### config.mk
export PLATFORM = sky130hd
export DESIGN_NAME = fwd_hazard_scoreboard_flat
export DESIGN_NICKNAME = d
export VERILOG_FILES = /design/src/rtl/fwd_hazard_scoreboard_if.sv /design/src/rtl/fwd_hazard_scoreboard.sv /design/src/flat_wrapper.sv
export SDC_FILE = /design/constraint.sdc
export NUM_CORES = 1
export LEC_CHECK = 0
export ABC_AREA = 0
export BUFFER_PORTS_ARGS = -buffer_cell sky130_fd_sc_hd__clkbuf_2
export CAP_MARGIN = 10
export CORE_MARGIN = 5
export CORE_UTILIZATION = 30
export DETAILED_ROUTE_END_ITERATION = 6
export PLACE_DENSITY = 0.59
export SYNTH_ARGS = -nofsm -noshare
export SYNTH_HDL_FRONTEND = slang
export SYNTH_SLANG_ARGS = --single-unit
### constraint.sdc
create_clock -name CLK -period 2 [get_ports CLK]
set_clock_uncertainty 0.15 [all_clocks]
set_input_delay 0.1 -clock CLK [delete_from_list [all_inputs] [get_ports CLK]]
set_output_delay 0.1 -clock CLK [all_outputs]
set_load 0.1 [all_outputs]
### src/rtl/fwd_hazard_scoreboard_if.sv
// ID-stage hazard bus: instruction fields in, operand selects / stall out.
interface fwd_hazard_scoreboard_if #(
  parameter int unsigned REG_AW = 5,
  parameter int unsigned SEL_W  = 3,
  parameter int unsigned CNT_W  = 16
);
  logic              ID_Valid;
  logic              Flush;
  logic [REG_AW-1:0] ID_Rs;
  logic [REG_AW-1:0] ID_Rt;
  logic              UsesRs;
  logic              UsesRt;
  logic              UseShamt;
  logic              UseImmed;
  logic [REG_AW-1:0] ID_Rw;
  logic              ID_RegWrite;
  logic              ID_MemRead;
  logic [SEL_W-1:0]  AluSelA;
  logic [SEL_W-1:0]  AluSelB;
  logic [SEL_W-1:0]  StoreSel;
  logic              Stall;
  logic [CNT_W-1:0]  StallCount;

  // ID stage side: supplies the decoded instruction, consumes the selects
  modport master (
    output ID_Valid, Flush, ID_Rs, ID_Rt, UsesRs, UsesRt, UseShamt, UseImmed,
           ID_Rw, ID_RegWrite, ID_MemRead,
    input  AluSelA, AluSelB, StoreSel, Stall, StallCount
  );

  // Hazard unit side
  modport slave (
    input  ID_Valid, Flush, ID_Rs, ID_Rt, UsesRs, UsesRt, UseShamt, UseImmed,
           ID_Rw, ID_RegWrite, ID_MemRead,
    output AluSelA, AluSelB, StoreSel, Stall, StallCount
  );
endinterface

### src/rtl/fwd_hazard_scoreboard.sv
// Forwarding / load-use hazard unit: shift-register scoreboard of in-flight
// destinations (slot 0 = EX), youngest-match operand selects and load-use stall.
module fwd_hazard_scoreboard #(
  parameter int unsigned REG_AW   = 5,
  parameter int unsigned DEPTH    = 3,
  parameter int unsigned LOAD_RDY = 1,
  parameter int unsigned SEL_W    = 3,
  parameter int unsigned CNT_W    = 16
) (
  input logic                   CLK,
  input logic                   Reset_L,
  fwd_hazard_scoreboard_if.slave bus
);

  typedef struct packed {
    logic              valid;
    logic [REG_AW-1:0] rw;
    logic              regwrite;
    logic              load;
  } slot_t;

  localparam logic [SEL_W-1:0] SEL_EXT = SEL_W'(DEPTH + 1);

  slot_t            slot_q [DEPTH];
  slot_t            slot_d [DEPTH];
  logic [CNT_W-1:0] cnt_q;
  logic [CNT_W-1:0] cnt_d;

  logic             hit_rs, rdy_rs, hit_rt, rdy_rt;
  logic [SEL_W-1:0] sel_rs, sel_rt;
  logic             blk_a, blk_b, stall;

  // Youngest matching producer for Rs and Rt; the first hit found while
  // scanning upward from slot 0 masks any older duplicates.
  always_comb begin
    hit_rs = 1'b0;
    rdy_rs = 1'b0;
    sel_rs = '0;
    hit_rt = 1'b0;
    rdy_rt = 1'b0;
    sel_rt = '0;
    for (int unsigned k = 0; k < DEPTH; k++) begin
      if (!hit_rs && slot_q[k].valid && slot_q[k].regwrite &&
          slot_q[k].rw == bus.ID_Rs && slot_q[k].rw != '0) begin
        hit_rs = 1'b1;
        sel_rs = SEL_W'(k + 1);
        rdy_rs = !slot_q[k].load || (k >= LOAD_RDY);
      end
      if (!hit_rt && slot_q[k].valid && slot_q[k].regwrite &&
          slot_q[k].rw == bus.ID_Rt && slot_q[k].rw != '0) begin
        hit_rt = 1'b1;
        sel_rt = SEL_W'(k + 1);
        rdy_rt = !slot_q[k].load || (k >= LOAD_RDY);
      end
    end
  end

  // Stall when a read operand's youngest producer is a load not yet forwardable
  always_comb begin
    blk_a = bus.UsesRs && !bus.UseShamt && hit_rs && !rdy_rs;
    blk_b = bus.UsesRt && hit_rt && !rdy_rt;
    stall = bus.ID_Valid && !bus.Flush && (blk_a || blk_b);
  end

  assign bus.AluSelA    = bus.UseShamt ? SEL_EXT : ((hit_rs && rdy_rs) ? sel_rs : '0);
  assign bus.AluSelB    = bus.UseImmed ? SEL_EXT : ((hit_rt && rdy_rt) ? sel_rt : '0);
  assign bus.StoreSel   = sel_rt;
  assign bus.Stall      = stall;
  assign bus.StallCount = cnt_q;

  // Next scoreboard contents: age every slot; stalled or flushed ID enters as a bubble
  always_comb begin
    slot_d[0].valid    = bus.ID_Valid && !bus.Flush && !stall;
    slot_d[0].rw       = bus.ID_Rw;
    slot_d[0].regwrite = bus.ID_RegWrite;
    slot_d[0].load     = bus.ID_MemRead;
    for (int unsigned k = 1; k < DEPTH; k++) begin
      slot_d[k] = slot_q[k-1];
    end
    cnt_d = (stall && cnt_q != '1) ? cnt_q + CNT_W'(1) : cnt_q;
  end

  // Scoreboard and saturating stall counter registers, synchronous active-low reset
  always_ff @(posedge CLK) begin
    if (!Reset_L) begin
      for (int unsigned k = 0; k < DEPTH; k++) begin
        slot_q[k] <= '0;
      end
      cnt_q <= '0;
    end else begin
      for (int unsigned k = 0; k < DEPTH; k++) begin
        slot_q[k] <= slot_d[k];
      end
      cnt_q <= cnt_d;
    end
  end

endmodule

### src/flat_wrapper.sv
// flat-port wrapper written by rule: the top's interface ports become plain ports
module fwd_hazard_scoreboard_flat 
#(
  parameter int unsigned REG_AW   = 5,
  parameter int unsigned DEPTH    = 3,
  parameter int unsigned LOAD_RDY = 1,
  parameter int unsigned SEL_W    = 3,
  parameter int unsigned CNT_W    = 16
)
  (CLK, Reset_L, bus_ID_Valid, bus_Flush, bus_ID_Rs, bus_ID_Rt, bus_UsesRs, bus_UsesRt, bus_UseShamt, bus_UseImmed, bus_ID_Rw, bus_ID_RegWrite, bus_ID_MemRead, bus_AluSelA, bus_AluSelB, bus_StoreSel, bus_Stall, bus_StallCount);
  fwd_hazard_scoreboard_if #(.REG_AW(REG_AW), .SEL_W(SEL_W), .CNT_W(CNT_W)) bus_i ();
  input logic CLK;
  input logic Reset_L;
  input wire logic [$bits(bus_i.ID_Valid)-1:0] bus_ID_Valid;
  input wire logic [$bits(bus_i.Flush)-1:0] bus_Flush;
  input wire logic [$bits(bus_i.ID_Rs)-1:0] bus_ID_Rs;
  input wire logic [$bits(bus_i.ID_Rt)-1:0] bus_ID_Rt;
  input wire logic [$bits(bus_i.UsesRs)-1:0] bus_UsesRs;
  input wire logic [$bits(bus_i.UsesRt)-1:0] bus_UsesRt;
  input wire logic [$bits(bus_i.UseShamt)-1:0] bus_UseShamt;
  input wire logic [$bits(bus_i.UseImmed)-1:0] bus_UseImmed;
  input wire logic [$bits(bus_i.ID_Rw)-1:0] bus_ID_Rw;
  input wire logic [$bits(bus_i.ID_RegWrite)-1:0] bus_ID_RegWrite;
  input wire logic [$bits(bus_i.ID_MemRead)-1:0] bus_ID_MemRead;
  output wire logic [$bits(bus_i.AluSelA)-1:0] bus_AluSelA;
  output wire logic [$bits(bus_i.AluSelB)-1:0] bus_AluSelB;
  output wire logic [$bits(bus_i.StoreSel)-1:0] bus_StoreSel;
  output wire logic [$bits(bus_i.Stall)-1:0] bus_Stall;
  output wire logic [$bits(bus_i.StallCount)-1:0] bus_StallCount;
  assign bus_i.ID_Valid = bus_ID_Valid;
  assign bus_i.Flush = bus_Flush;
  assign bus_i.ID_Rs = bus_ID_Rs;
  assign bus_i.ID_Rt = bus_ID_Rt;
  assign bus_i.UsesRs = bus_UsesRs;
  assign bus_i.UsesRt = bus_UsesRt;
  assign bus_i.UseShamt = bus_UseShamt;
  assign bus_i.UseImmed = bus_UseImmed;
  assign bus_i.ID_Rw = bus_ID_Rw;
  assign bus_i.ID_RegWrite = bus_ID_RegWrite;
  assign bus_i.ID_MemRead = bus_ID_MemRead;
  assign bus_AluSelA = bus_i.AluSelA;
  assign bus_AluSelB = bus_i.AluSelB;
  assign bus_StoreSel = bus_i.StoreSel;
  assign bus_Stall = bus_i.Stall;
  assign bus_StallCount = bus_i.StallCount;
  fwd_hazard_scoreboard #(.REG_AW(REG_AW), .DEPTH(DEPTH), .LOAD_RDY(LOAD_RDY), .SEL_W(SEL_W), .CNT_W(CNT_W)) u_core (.CLK(CLK), .Reset_L(Reset_L), .bus(bus_i));
endmodule
## After elaboration in Yosys (flattened, before gate mapping)

Memories as Yosys holds them, arrays and structs flattened.
Cells that the tools add are included.

| cells by class | value |
|---|---|
| multiplexer cells | 27 |
| reductions and logical operators | 46 |
| div/mod/pow operators | 0 |
| shifts and indexed selects | 0 |
| $mul | 0 |
| add/subtract/negate cells | 1 |
| eq/ne operators | 7 |
| bitwise operators | 3 |
| $lt $le $gt $ge | 0 |

Operators with widths:

| cell | number |
|---|---|
| $logic_and A1 B1 Y1 | 32 |
| $eq A5 B5 Y1 | 6 |
| $mux W8 | 3 |
| $add A16 B1 Y16 const B | 1 |
| $mux W1 | 16 |
| $ne A16 B16 Y1 const B | 1 |
| $mux W3 | 5 |
| $reduce_bool A5 Y1 | 3 |
| $logic_not A1 Y1 | 10 |
| $mux W2 | 3 |
| $or A1 B1 Y1 | 3 |
| $logic_or A1 B1 Y1 | 1 |

| storage, ports and cells | value |
|---|---|
| memories | 1 |
| bits of input ports | 25 |
| output and inout bits | 26 |
| ROM bits | 0 |
| memory bits (writable) | 24 |
| word-level logic and storage cells | 86 |
| flip-flop bits (word level) | 16 |
| bits in latches | 0 |

Memories:

| memory | depth | bits a word | read ports | clocked after Yosys merged registers in | wr ports | line | RTL |
|---|---|---|---|---|---|---|---|
| u_core.slot_q | 3 | 8 | 3 | 0 | 3 | fwd_hazard_scoreboard.sv:24 | `slot_t slot_q [DEPTH];` |

## Longest topological paths before layout

An unclocked memory read counts as a cell.

| logic depth | value |
|---|---|
| depth in word-level cells | 24 |
| mapped depth | 8 |

## Least setup slack after synthesis

OpenSTA, ideal clock, no wires.

| timing | value |
|---|---|
| path kind | register -> output |
| start | memory u_core.slot_q[0][3] (netlist bit) |
| end | output bus_AluSelB[1] |
| cell stages (with the launch flop) | 6 |
| arrival time | 4.213 ns |
| setup slack | -2.463 ns |
| buffers on the path | 0 |
| cell sequence | dfxtp_1 > or4_1 > o211ai_1 > nor2_1 > a21oi_1 > nor2b_1 |

RTL lines:

| what | line | RTL |
|---|---|---|
| start: declaration | fwd_hazard_scoreboard.sv:24 |  |
| end: declaration | flat_wrapper.sv:26 | `output wire logic [$bits(bus_i.AluSelB)-1:0] bus_AluSelB;` |

==> key figures <==
Routing
  • First-pass DRT Iterations: 4
  • Vias: roughly 1,900
  • Routed Antenna Nets: 0
  • Wire per inst: 13.7 um
  • DRC: 0
  • Initial DRC count: 96
  • Via density: approximately 4.8
  • Post-Route WL: ~5300 um

Floorplan
  • Chip Height: 91.4 um
  • Core Rows: 29
  • Core footprint: 6390 um2
  • Die X: ~91 um
  • IO Pins: approximately 50
  • Initial Util: 0.311
  • Die ar.: around 8300 um2

Run status
  • Failing checks: setup timing
  • Status: complete, but fails checks

Placement
  • Post-Place Setup Slack: -0.144 ns
  • PortBufs: 49
  • HPWL after detailed placement: between 3000 and 4000 um
  • Gpl congestion: roughly 0.85

Synth
  • Netlist cell types: 41
  • Primary FF master, synth: dfxtp_1
  • Mapped Avg Cell Area: roughly 9.0 um2
  • Post-synth top area share: 0.383
  • Syn nets: approximately 250
  • Synth top area cells: dfxtp_1 (38%), xor2_1 (7.5%), and2_1 (6.9%)
  • Async S/R FF share, synth: 0
  • Cells after Synth: 220
  • Number of flops mapped to enable cells by yosys: 0
  • Syn Std Cell Area: between 1500 and 2000 um2
  • Sequential-to-total area share from yosys stat: 0.383
  • Area leader, netlist: dfxtp_1
  • Register bit total from synthesis: 38
  • Yosys warns: 0

Global route
  • Pin count of the biggest net entering global routing: 32
  • Vias in the first global route: 1,800
  • Initial antenna violation count: 0
  • Total track usage: 0.122
  • Grt total ovfl: 0
  • First-pass GRT wire length: around 8500 um

Power and ir drop
  • Combinational Power Share: 0.133
  • Clock share of power: 0.363
  • VDD IR max: ~0.00027 V
  • Sw power: slightly above 0.4 mW
  • Flop pwr share: 0.504
  • Lkg Pwr: about 1.2 nW
  • P per Cell Area: about 500 nW/um2
  • Internal power: approximately 1.1 mW
  • Net Sw Frac: 0.262

Setup path
  • Worst setup SP type: flop
  • R2R depth: 7
  • Start point of the critical path: u_core.slot_q[0][6]
  • Critical path data arrival time: between 2 and 2.5 ns
  • RR Startpoint: u_core.slot_q[0][6]
  • WS Path Type: flop to output pin
  • Critical path endpoint category: output pin
  • Critical path fanouts, max: 3
  • Critical Path RT: 1.75 ns

CTS
  • Worst skew pair latency: between 0.2 and 0.3 ns
  • Clk root buf: clkbuf_8
  • CTS tree: built
  • CTS Buffer Depth: 2
  • Clock sinks: 38
  • Worst-path clk slew: approximately 0.08 ns
  • Num CTS Buffers: 5
  • H-tree depth: 2

Cells and area
  • Nets@finish: 336
  • # diodes: 0
  • Area Growth Syn to Fin: 53.2%
  • Most common cell after layout, fill and taps aside: clkbuf_2
  • Share of cells above drive strength 1: 0.453
  • Most frequent cells in the layout: clkbuf_2 (42), buf_4 (34), and2_1 (21), dfxtp_1 (19), xor2_1 (17)

STA
  • Slew headroom: 0.641
  • Tcrit/Tclk final: 1.15
  • Slew @ Worst Pin: 0.539 ns
  • Final hold violation count: 0
  • Hold WS: 0.0213 ns
  • RSZ-0062 raised after global routing: true
  • Min Tclk post-route: 2.30 ns
  • Setup WS post-layout: -0.300 ns
  • Final setup viols: 24
  • Fmax: around 0.43 GHz
  • Pins Over Slew Limit: 0

Hold path
  • Hold Path Class: input port to flop
  • Worst hold path startpoint: bus_Flush
  • Hold path depth: 3

Job
  • Max Cap Viol: 0
## cell type report
| class | count | area [um2] |
|---|---|---|
| Clock inverter | 2 | 11.3 |
| Tap cell | 77 | 96.3 |
| Timing Repair Buffer | 91 | 687 |
| Sequential cell | 38 | 810 |
| Multi-Input combinational cell | 169 | 1340 |
| Fill cell | 607 | 3340 |
| Clock buffer | 6 | 82.6 |
| Inverter | 5 | 18.8 |
## kinds of logic after synthesis
logic type | after synthesis | share of synthesized area
other | 1 | 0.00189
xor gates and xnor gates | 30 | 0.132
muxes | 7 | 0.0353
buffers and inverters | 15 | 0.0422
and+or+nand+nor | 98 | 0.283
AOI/OAI and AO/OA | 30 | 0.116
DFF | 38 | 0.383
adders and majority gates | 1 | 0.00630
## layer usage
layer | GRT usage | up-vias | share of wire
met2 | 0.192 | 42 | 0.47
met1 | 0.164 | 865 | 0.48
met4 | 0.0342 | 0 | 0.0049
li1 | - | 970 | -
met3 | 0.0314 | 2 | 0.046
met5 | 0 | - | 0
## flip-flops by register name (all words and copies together) (netlist names)
name and cells:
u_core.slot_q 22, u_core.bus.StallCount 16
## what timing repair did
| item | 4_1_cts | 5_1_grt |
|---|---|---|
| hold endpoints to repair | 7 | 0 |
| gates cloned | 0 | 2 |
| hold buffers | 7 | 0 |
| buffers inserted | 2 | 6 |
| resized for setup | 5 | 11 |
| pin swaps | 3 | 3 |
| endpoints found under the setup margin | 23 | 23 |
## worst max-delay path, stage by stage, from the launching register on
cell and delay [ns]:
dfxtp_2 0.33, or4_4 0.54, o2111a_1 0.29, buf_4 0.15
nand2_1 0.05, o22a_1 0.19, nor2b_4 0.06, buf_12 0.16
## cells in the mapped netlist, types with 7 or more instances
library cell	instances
nand2b_1	8
nor2_1	7
dfxtp_1	38
xor2_1	17
nand3_1	12
a21oi_1	8
or4_1	8
and2_1	22
xnor2_1	13
mux2i_1	7
nand2_1	16
## final timing paths
kind	to	slack, ns
hold / removal	u_core.slot_q[0][7]	0.02
setup reg to reg	u_core.bus.StallCount[11]	-0.14
hold reg to reg	u_core.slot_q[0][17]	0.32
setup / recovery	bus_Stall	-0.30
## power groups by stage
stage	Combinational (mW)	Sequential (mW)	Clock (mW)
2_1_floorplan	0.107	0.791	0
3_3_place_gp	0.182	0.792	0
3_5_place_dp	0.183	0.792	0
4_1_cts	0.199	0.775	0.572
5_1_grt	0.224	0.778	0.613
6_report	0.205	0.775	0.558
## through the flow
stage	TNS (ns)	area, um2	power [mW]	std cells	util
6_report	-3.35	3040	1.54	388	0.476
5_1_grt	-5.36	3040	1.61	388	0.476
4_1_cts	-3.40	2910	1.55	380	0.456
3_5_place_dp	-2.39	2730	0.976	363	0.427
3_3_place_gp	-2.09	2730	0.975	363	0.427
2_1_floorplan	-3.79	2150	0.898	220	-
(Power assumes the default switching activity.)
